## config.mk

```make
export PLATFORM = sky130hd
export DESIGN_NAME = mem_arbiter_flat
export DESIGN_NICKNAME = d
export VERILOG_FILES = /design/src/rtl/mem_arbiter_if.sv /design/src/rtl/mem_arbiter.sv /design/src/flat_wrapper.sv
export SDC_FILE = /design/constraint.sdc
export NUM_CORES = 1
export LEC_CHECK = 0
export BUFFER_PORTS_ARGS = -buffer_cell sky130_fd_sc_hd__buf_2
export CORE_MARGIN = 2
export CORE_UTILIZATION = 35
export DETAILED_ROUTE_END_ITERATION = 8
export GPL_TIMING_DRIVEN = 0
export SLEW_MARGIN = 25
export SYNTH_ARGS = -nofsm -noshare
export SYNTH_HDL_FRONTEND = slang
export SYNTH_SLANG_ARGS = --single-unit
```

## constraint.sdc

```tcl
create_clock -name clk -period 3.2 [get_ports clk]
set_input_delay 0 -clock clk [delete_from_list [all_inputs] [get_ports clk]]
set_output_delay 0 -clock clk [all_outputs]
set_load 0.01 [all_outputs]
```

## src/rtl/mem_arbiter_if.sv

```systemverilog
// mem_arbiter_if: fetch, load/store and memory-side signals of the memory arbiter
interface mem_arbiter_if #(
  parameter int ADDR_W = 32,
  parameter int DATA_W = 32
);
  logic              i_req;
  logic [ADDR_W-1:0] i_addr;
  logic              i_gnt;
  logic              i_rvalid;
  logic [DATA_W-1:0] i_rdata;
  logic              d_req;
  logic [ADDR_W-1:0] d_addr;
  logic [3:0]        d_we;
  logic [DATA_W-1:0] d_wdata;
  logic              d_gnt;
  logic              d_rvalid;
  logic [DATA_W-1:0] d_rdata;
  logic              mem_en;
  logic [ADDR_W-1:0] mem_addr;
  logic [3:0]        mem_we;
  logic [DATA_W-1:0] mem_wdata;
  logic [DATA_W-1:0] mem_rdata;
  modport slave (
    input  i_req, i_addr, d_req, d_addr, d_we, d_wdata, mem_rdata,
    output i_gnt, i_rvalid, i_rdata, d_gnt, d_rvalid, d_rdata,
    output mem_en, mem_addr, mem_we, mem_wdata
  );
  modport master (
    output i_req, i_addr, d_req, d_addr, d_we, d_wdata, mem_rdata,
    input  i_gnt, i_rvalid, i_rdata, d_gnt, d_rvalid, d_rdata,
    input  mem_en, mem_addr, mem_we, mem_wdata
  );
endinterface

```

## src/rtl/mem_arbiter.sv

```systemverilog
// mem_arbiter: shares one single-ported synchronous memory between fetch and load/store ports
module mem_arbiter #(
  parameter int ADDR_W  = 32,
  parameter int DATA_W  = 32,
  parameter int MEM_LAT = 1
) (
  input  logic clk,
  input  logic rst,
  mem_arbiter_if.slave bus
);
  typedef enum logic [1:0] {IDLE, ISSUE, WAIT} state_t;
  state_t            state_q, state_d;
  logic [2:0]        cnt_q, cnt_d;
  logic              last_d_q, last_d_d;
  logic              win_d_q, win_d_d;
  logic              wr_q, wr_d;
  logic              mem_en_q, mem_en_d;
  logic [ADDR_W-1:0] mem_addr_q, mem_addr_d;
  logic [3:0]        mem_we_q, mem_we_d;
  logic [DATA_W-1:0] mem_wdata_q, mem_wdata_d;
  logic              i_rvalid_q, i_rvalid_d, d_rvalid_q, d_rvalid_d;
  logic [DATA_W-1:0] i_rdata_q, i_rdata_d, d_rdata_q, d_rdata_d;
  logic              idle, pick_d, grant, done;
  always_comb begin
    idle        = state_q == IDLE && !rst;
    pick_d      = bus.d_req && !(bus.i_req && last_d_q);
    grant       = idle && (bus.i_req || bus.d_req);
    done        = state_q == WAIT && cnt_q == 3'(MEM_LAT);
    state_d     = state_q == IDLE ? (grant ? ISSUE : IDLE) : state_q == ISSUE ? WAIT : done ? IDLE : WAIT;
    cnt_d       = state_q == ISSUE ? 3'd1 : (state_q == WAIT && !done) ? cnt_q + 3'd1 : 3'd0;
    last_d_d    = grant ? pick_d : last_d_q;
    win_d_d     = grant ? pick_d : win_d_q;
    wr_d        = grant ? pick_d && |bus.d_we : wr_q;
    mem_en_d    = grant;
    mem_addr_d  = grant ? (pick_d ? bus.d_addr : bus.i_addr) : mem_addr_q;
    mem_we_d    = grant && pick_d ? bus.d_we : 4'h0;
    mem_wdata_d = grant && pick_d ? bus.d_wdata : '0;
    i_rvalid_d  = done && !win_d_q;
    d_rvalid_d  = done && win_d_q;
    i_rdata_d   = i_rvalid_d ? bus.mem_rdata : i_rdata_q;
    d_rdata_d   = d_rvalid_d && !wr_q ? bus.mem_rdata : d_rdata_q;
  end
  // last winner resets to fetch so that data wins the first contended grant
  always_ff @(posedge clk) begin
    if (rst) begin
      state_q     <= IDLE;
      cnt_q       <= 3'd0;
      last_d_q    <= 1'b0;
      win_d_q     <= 1'b0;
      wr_q        <= 1'b0;
      mem_en_q    <= 1'b0;
      mem_addr_q  <= '0;
      mem_we_q    <= 4'h0;
      mem_wdata_q <= '0;
      i_rvalid_q  <= 1'b0;
      d_rvalid_q  <= 1'b0;
      i_rdata_q   <= '0;
      d_rdata_q   <= '0;
    end else begin
      state_q     <= state_d;
      cnt_q       <= cnt_d;
      last_d_q    <= last_d_d;
      win_d_q     <= win_d_d;
      wr_q        <= wr_d;
      mem_en_q    <= mem_en_d;
      mem_addr_q  <= mem_addr_d;
      mem_we_q    <= mem_we_d;
      mem_wdata_q <= mem_wdata_d;
      i_rvalid_q  <= i_rvalid_d;
      d_rvalid_q  <= d_rvalid_d;
      i_rdata_q   <= i_rdata_d;
      d_rdata_q   <= d_rdata_d;
    end
  end
  assign bus.i_gnt     = idle && bus.i_req && !pick_d;
  assign bus.d_gnt     = idle && pick_d;
  assign bus.i_rvalid  = i_rvalid_q;
  assign bus.i_rdata   = i_rdata_q;
  assign bus.d_rvalid  = d_rvalid_q;
  assign bus.d_rdata   = d_rdata_q;
  assign bus.mem_en    = mem_en_q;
  assign bus.mem_addr  = mem_addr_q;
  assign bus.mem_we    = mem_we_q;
  assign bus.mem_wdata = mem_wdata_q;
endmodule

```

## src/flat_wrapper.sv

```systemverilog
// flat-port wrapper written by rule: the top's interface ports become plain ports
module mem_arbiter_flat 
#(
  parameter int ADDR_W  = 32,
  parameter int DATA_W  = 32,
  parameter int MEM_LAT = 1
)
  (clk, rst, bus_i_req, bus_i_addr, bus_d_req, bus_d_addr, bus_d_we, bus_d_wdata, bus_mem_rdata, bus_i_gnt, bus_i_rvalid, bus_i_rdata, bus_d_gnt, bus_d_rvalid, bus_d_rdata, bus_mem_en, bus_mem_addr, bus_mem_we, bus_mem_wdata);
  mem_arbiter_if #(.ADDR_W(ADDR_W), .DATA_W(DATA_W)) bus_i ();
  input  logic clk;
  input  logic rst;
  input wire logic [$bits(bus_i.i_req)-1:0] bus_i_req;
  input wire logic [$bits(bus_i.i_addr)-1:0] bus_i_addr;
  input wire logic [$bits(bus_i.d_req)-1:0] bus_d_req;
  input wire logic [$bits(bus_i.d_addr)-1:0] bus_d_addr;
  input wire logic [$bits(bus_i.d_we)-1:0] bus_d_we;
  input wire logic [$bits(bus_i.d_wdata)-1:0] bus_d_wdata;
  input wire logic [$bits(bus_i.mem_rdata)-1:0] bus_mem_rdata;
  output wire logic [$bits(bus_i.i_gnt)-1:0] bus_i_gnt;
  output wire logic [$bits(bus_i.i_rvalid)-1:0] bus_i_rvalid;
  output wire logic [$bits(bus_i.i_rdata)-1:0] bus_i_rdata;
  output wire logic [$bits(bus_i.d_gnt)-1:0] bus_d_gnt;
  output wire logic [$bits(bus_i.d_rvalid)-1:0] bus_d_rvalid;
  output wire logic [$bits(bus_i.d_rdata)-1:0] bus_d_rdata;
  output wire logic [$bits(bus_i.mem_en)-1:0] bus_mem_en;
  output wire logic [$bits(bus_i.mem_addr)-1:0] bus_mem_addr;
  output wire logic [$bits(bus_i.mem_we)-1:0] bus_mem_we;
  output wire logic [$bits(bus_i.mem_wdata)-1:0] bus_mem_wdata;
  assign bus_i.i_req = bus_i_req;
  assign bus_i.i_addr = bus_i_addr;
  assign bus_i.d_req = bus_d_req;
  assign bus_i.d_addr = bus_d_addr;
  assign bus_i.d_we = bus_d_we;
  assign bus_i.d_wdata = bus_d_wdata;
  assign bus_i.mem_rdata = bus_mem_rdata;
  assign bus_i_gnt = bus_i.i_gnt;
  assign bus_i_rvalid = bus_i.i_rvalid;
  assign bus_i_rdata = bus_i.i_rdata;
  assign bus_d_gnt = bus_i.d_gnt;
  assign bus_d_rvalid = bus_i.d_rvalid;
  assign bus_d_rdata = bus_i.d_rdata;
  assign bus_mem_en = bus_i.mem_en;
  assign bus_mem_addr = bus_i.mem_addr;
  assign bus_mem_we = bus_i.mem_we;
  assign bus_mem_wdata = bus_i.mem_wdata;
  mem_arbiter #(.ADDR_W(ADDR_W), .DATA_W(DATA_W), .MEM_LAT(MEM_LAT)) u_core (.clk(clk), .rst(rst), .bus(bus_i));
endmodule
```

# Word-level counts from Yosys, hierarchy flattened
# Index checks and enable logic that the tools add are counted.
classes:
  bitwise_logic: 2
  addsub: 1
  eq_ne: 3
  reduce_logical: 25
  n_mux: 7
ops:
  columns: ["op", "n"]
  rows:
  - ["$mux W32", 1]
  - ["$logic_and A1 B1 Y1", 14]
  - ["$logic_not A1 Y1", 6]
  - ["$mux W2", 3]
  - ["$reduce_or A4 Y1", 1]
  - ["$add A3 B1 Y3 const B", 1]
  - ["$eq A3 B1 Y1 const B", 1]
  - ["$mux W1", 3]
  - ["$reduce_or A3 Y1", 1]
  - ["$eq A2 B1 Y1 const B", 1]
  - ["$eq A2 B2 Y1 const B", 1]
  - ["$logic_not A2 Y1", 1]
  - ["$not A1 Y1", 2]
  - ["$reduce_or A2 Y1", 1]
  - ["$logic_or A1 B1 Y1", 1]
word_totals:
  out_inout_bits: 137
  in_bits: 136
  register_bits: 142
  wordCells: 51

# Depth between registers and ports, before layout
logic_depth:
  word_depth: 6
  depth_mapped: 7
  mapped_depth_nobuf: 5

# Worst setup path before layout
# No wires, ideal clock.
synth_path:
  path_kind: "reg2reg"
  startpoint: "register u_core.cnt_q[0]"
  endpoint: "register u_core.i_rdata_q[31] (netlist: u_core.bus.i_rdata[31])"
  n_path_buf: 2
  required_ns: 3.130
  setup_slack_ns: 1.816
  path_stages_with_launch: 7
  setup_ns: 0.070
  arrival_ns: 1.314
  cell_sequence: "dfxtp_1 ha_1 nor4bb_1 buf_2 buf_4 nand3_1 a21oi_1"
synth_via:
  elab_chain_len: 3
synth_lines:
  columns: ["element", "line", "rtl"]
  rows:
  - ["from (decl)", "mem_arbiter.sv:13", "logic [2:0] cnt_q, cnt_d;"]
  - ["from (signal assigned)", "mem_arbiter.sv:61", "cnt_q <= cnt_d;"]
  - ["$eq A3 B1 Y1", "mem_arbiter.sv:28", "done = state_q == WAIT && cnt_q == 3'(MEM_LAT);"]
  - ["$logic_and A1 B1 Y1", "mem_arbiter.sv:28", null]
  - ["$logic_and A1 B1 Y1", "mem_arbiter.sv:38", "i_rvalid_d = done && !win_d_q;"]
  - ["to (signal assigned)", "mem_arbiter.sv:71", "i_rdata_q <= i_rdata_d;"]
  - ["to (decl)", "mem_arbiter.sv:22", "logic [DATA_W-1:0] i_rdata_q, i_rdata_d, d_rdata_q, d_rdata_d;"]
# No other way between the ends.
# A chain may end at the register's enable or synchronous reset.

# Final worst setup path
layout_path:
  startpoint: "register u_core.last_d_q"
  endpoint: "register u_core.mem_addr_q[12] (netlist: u_core.bus.mem_addr[12])"
layout_via:
  elab_chain_len: 4
layout_lines:
  columns: ["element", "line", "rtl"]
  rows:
  - ["from (decl)", "mem_arbiter.sv:14", "logic last_d_q, last_d_d;"]
  - ["from (signal assigned)", "mem_arbiter.sv:62", "last_d_q <= last_d_d;"]
  - ["$logic_and A1 B1 Y1", "mem_arbiter.sv:26", "pick_d = bus.d_req && !(bus.i_req && last_d_q);"]
  - ["$logic_not A1 Y1", "mem_arbiter.sv:26", null]
  - ["$logic_and A1 B1 Y1", "mem_arbiter.sv:26", null]
  - ["$mux W32", "mem_arbiter.sv:35", "mem_addr_d = grant ? (pick_d ? bus.d_addr : bus.i_addr) : mem_addr_q;"]
  - ["to (signal assigned)", "mem_arbiter.sv:66", "mem_addr_q <= mem_addr_d;"]
  - ["to (decl)", "mem_arbiter.sv:18", "logic [ADDR_W-1:0] mem_addr_q, mem_addr_d;"]
# No other way between the ends.

==> impl_metrics.py <==
metrics = {
    "cells_and_area": {
        "drive_above_1_share_pct": 33.1,
        "final_area_mm2": 0.00897,
        "area_growth_pct": 66.1,
        "antenna_cells": 0,
        "fillCellCount": 1327,
        "nets": 1121,
    },
    "drt": {
        "ant_nets": 0,
        "drt-total-wl_um": 19000,
        "wl_per_cell_um": 16.0,
        "first_pass_iters": 4,
        "vias_per_cell": 4.86,
        "drc": 0,
        "vias": 5756,
        "drtIter0Drc": 306,
    },
    "sta": {
        "slew_headroom_pct": 54.1,
        "skew_ps": 8.40,
        "tightest_slew_ps": 689,
        "rsz0062_at_grt": "no",
        "slew_viol_final": 0,
        "hold_violations": 0,
        "fmax_mhz": 459,
        "min_period_ps": 2180,
        "final.setup.tns_ps": 0,
        "timing.final.crit_share_pct": 68.0,
        "setup_viol": 0,
    },
    "clocking": {
        "cts_max_level": 4,
        "cts_setup_buffers": 0,
        "cts_num_sinks": 142,
        "path_clk_slew_ps": 60,
        "cts_max_path_buffers": 2,
        "cts_tree": "built",
        "clk_latency_ps": 420,
        "post_cts_resized": 0,
        "hold_buffers": 134,
        "cts_buffers": 17,
        "cts-root-buf": "clkbuf_16",
    },
    "setup_path": {
        "end_kind": "register",
        "worst-setup-path-type": "reg -> reg",
        "worst_ep_arrival_time_ps": 2490,
        "cp-startpoint": "u_core.last_d_q",
        "timing.rr.start": "u_core.last_d_q",
        "worstSetupStartpointType": "register",
        "r2r_end": "u_core.bus.mem_addr[12]",
        "reg2regPathDepth": 7,
        "required_ps": 3510,
        "endpoint": "u_core.bus.mem_addr[12]",
        "rrSetupSlack_ps": 1020,
        "crit_fanout": 10,
    },
    "pwr": {
        "seq_power_share_pct": 40.1,
        "powerDensity_mw_per_mm2": 528,
        "switchingPower_uw": 1230,
        "internal_power_uw": 3510,
        "p_leak_uw": 0.00422,
        "vdd_ir_drop_max_uv": 358,
        "p_clk_share_pct": 44.4,
        "swShare_pct": 25.9,
        "combPwrFrac_pct": 15.6,
    },
    "synthesis": {
        "syn_nets": 696,
        "synth_edf_count": 0,
        "yosys-top-cells-count": "dfxtp_1 (142), a21oi_1 (67), mux2i_1 (65), nand3_1 (65), and3_1 (36)",
        "synthSimpleGateAreaFrac_pct": 17.0,
        "synth_area_mm2": 0.00540,
        "synth_most_common_cell": "dfxtp_1",
        "yosys_warnings": 0,
        "syn_avg_cell_area_um2": 9.67,
        "synth_area_leaders": "dfxtp_1 (53%), mux2i_1 (12%), a21oi_1 (6.2%)",
        "ys_async_sr_fraction_pct": 0,
        "synth_top_family_by_area": "simple AND/OR/NAND/NOR gates",
        "synthMuxAreaShare_pct": 12.1,
        "ys_types": 34,
        "synth-compound-area-share_pct": 12.7,
        "syn_inst": 558,
        "ys_seq_elements": 142,
        "synth_ff_type": "dfxtp_1",
        "synth_xor_area_share_pct": 0,
        "yosysTopAreaCell": "dfxtp_1",
        "ys_seq_area_share_pct": 52.7,
        "synthAdderAreaFrac_pct": 0.464,
        "synth_top_cell_area_share_pct": 52.7,
    },
    "floorplanning": {
        "die_h_um": 128,
        "ioPinCount": 273,
        "start_util_pct": 35.6,
        "die_w_um": 128,
        "design.die.area_mm2": 0.0164,
        "num_rows": 45,
        "coreArea_mm2": 0.0151,
    },
    "run_status": {
        "status": "completed",
    },
    "global_route": {
        "grt_pass1_wl_um": 29200,
        "grt-ovfl-total": 0,
        "antenna_found_initial": 0,
        "grt_max_degree": 17,
        "grt_pass1_vias": 5671,
        "grtUsageTotal_pct": 22.7,
    },
    "hold_path": {
        "hold_class": "in -> reg",
        "hold_start": "rst",
    },
    "place": {
        "place_congestion": 0.798,
        "port_buffers": 272,
        "place_area_mm2": 0.00699,
        "dp_hpwl_um": 12600,
    },
    "job": {
        "cap_violations": 0,
    },
}
kinds of logic after synthesis:
| family | Yosys count |
|---|---|
| fa+ha+maj | 2 |
| flops | 142 |
| simple gates | 158 |
| compound gates | 134 |
| mux | 65 |
| buf+inv | 57 |
state kept, by name (all words and copies together) (netlist names):
signal                count
u_core.bus.d_rdata       32
u_core.bus.i_rdata       32
u_core.bus.mem_addr      32
u_core.bus.mem_wdata     32
u_core.bus.mem_we         4
u_core.cnt_q              3
u_core.state_q            2
u_core.bus.d_rvalid       1
u_core.bus.i_rvalid       1
u_core.bus.mem_en         1
u_core.last_d_q           1
u_core.wr_q               1
final cells by class:
cell class	count	area [um^2]	area share, %
inverter	3	11.3	0.126
clock buffer	19	453	5.05
clock inverter	13	178	1.98
timing repair buffer	406	2700	30.1
multi-input combinational	359	2280	25.4
tap	188	235	2.62
sequential	142	2840	31.7
buffer	54	268	2.99
per-layer routing:
metal  part of all wire [%]  global-route usage (%)
met1                     42                    27.0
met2                     50                    39.8
met3                    7.5                    6.89
met4                   0.73                    6.08
met5                  0.032                       0
power groups by stage:
| stage | Clock (uW) | Combinational [uW] | Sequential, uW |
|---|---|---|---|
| after detailed placement | 0 | 578 | 1940 |
| after floorplan | 0 | 268 | 1980 |
| final | 2100 | 737 | 1900 |
| after CTS | 2130 | 724 | 1900 |
| after global routing | 2210 | 798 | 1910 |
| after global placement | 0 | 574 | 1940 |
critical path, stage by stage (launching register included):
cell and delay, ps:
dfxtp_1 290, buf_2 190, a21boi_1 130, buf_2 240, clkbuf_4 300, mux2i_1 260
dlygate4sd3_1 580, mux2i_1 70
worst min-delay path by stage:
stage	to	cells past startpoint
6_report	u_core.bus.mem_addr[0]	3
5_1_grt	u_core.bus.mem_addr[0]	3
4_1_cts	u_core.bus.mem_addr[0]	3
3_5_place_dp	u_core.bus.mem_wdata[10]	2
3_3_place_gp	u_core.bus.mem_wdata[29]	2
2_1_floorplan	bus_i_gnt	2
placed cells by master (no fill, tap or decap), drive strengths merged, types with 2 or more instances in the layout:
cell / synthesis / final
nand2b: 35 / 35
nor3: 4 / 4
dfxtp: 142 / 142
bufinv: 0 / 3
o21ai: 64 / 64
clkinvlp: 0 / 2
clkbuf: 31 / 50
nand3: 65 / 65
ha: 2 / 2
dlygate4sd3: 0 / 134
clkinv: 0 / 3
nand2: 2 / 2
inv: 3 / 8
and3: 36 / 36
buf: 23 / 295
nor2b: 2 / 2
nor2: 4 / 4
mux2i: 65 / 65
a21oi: 67 / 67
metrics by stage:
| stage | hold WS [ps] | cells | worst slack (ps) | total power (uW) | utilization (%) |
|---|---|---|---|---|---|
| after global routing | 55.2 | 1184 | 857 | 4920 | 59.2 |
| after floorplan | 90.0 | 558 | 1820 | 2240 | - |
| after detailed placement | 226 | 1018 | 1460 | 2510 | 46.2 |
| final | 16.4 | 1184 | 1020 | 4740 | 59.2 |
| after CTS | 11.0 | 1184 | 1060 | 4760 | 59.2 |
| after global placement | 223 | 1018 | 1500 | 2510 | 46.2 |
Power figures use the tool's default switching activity.
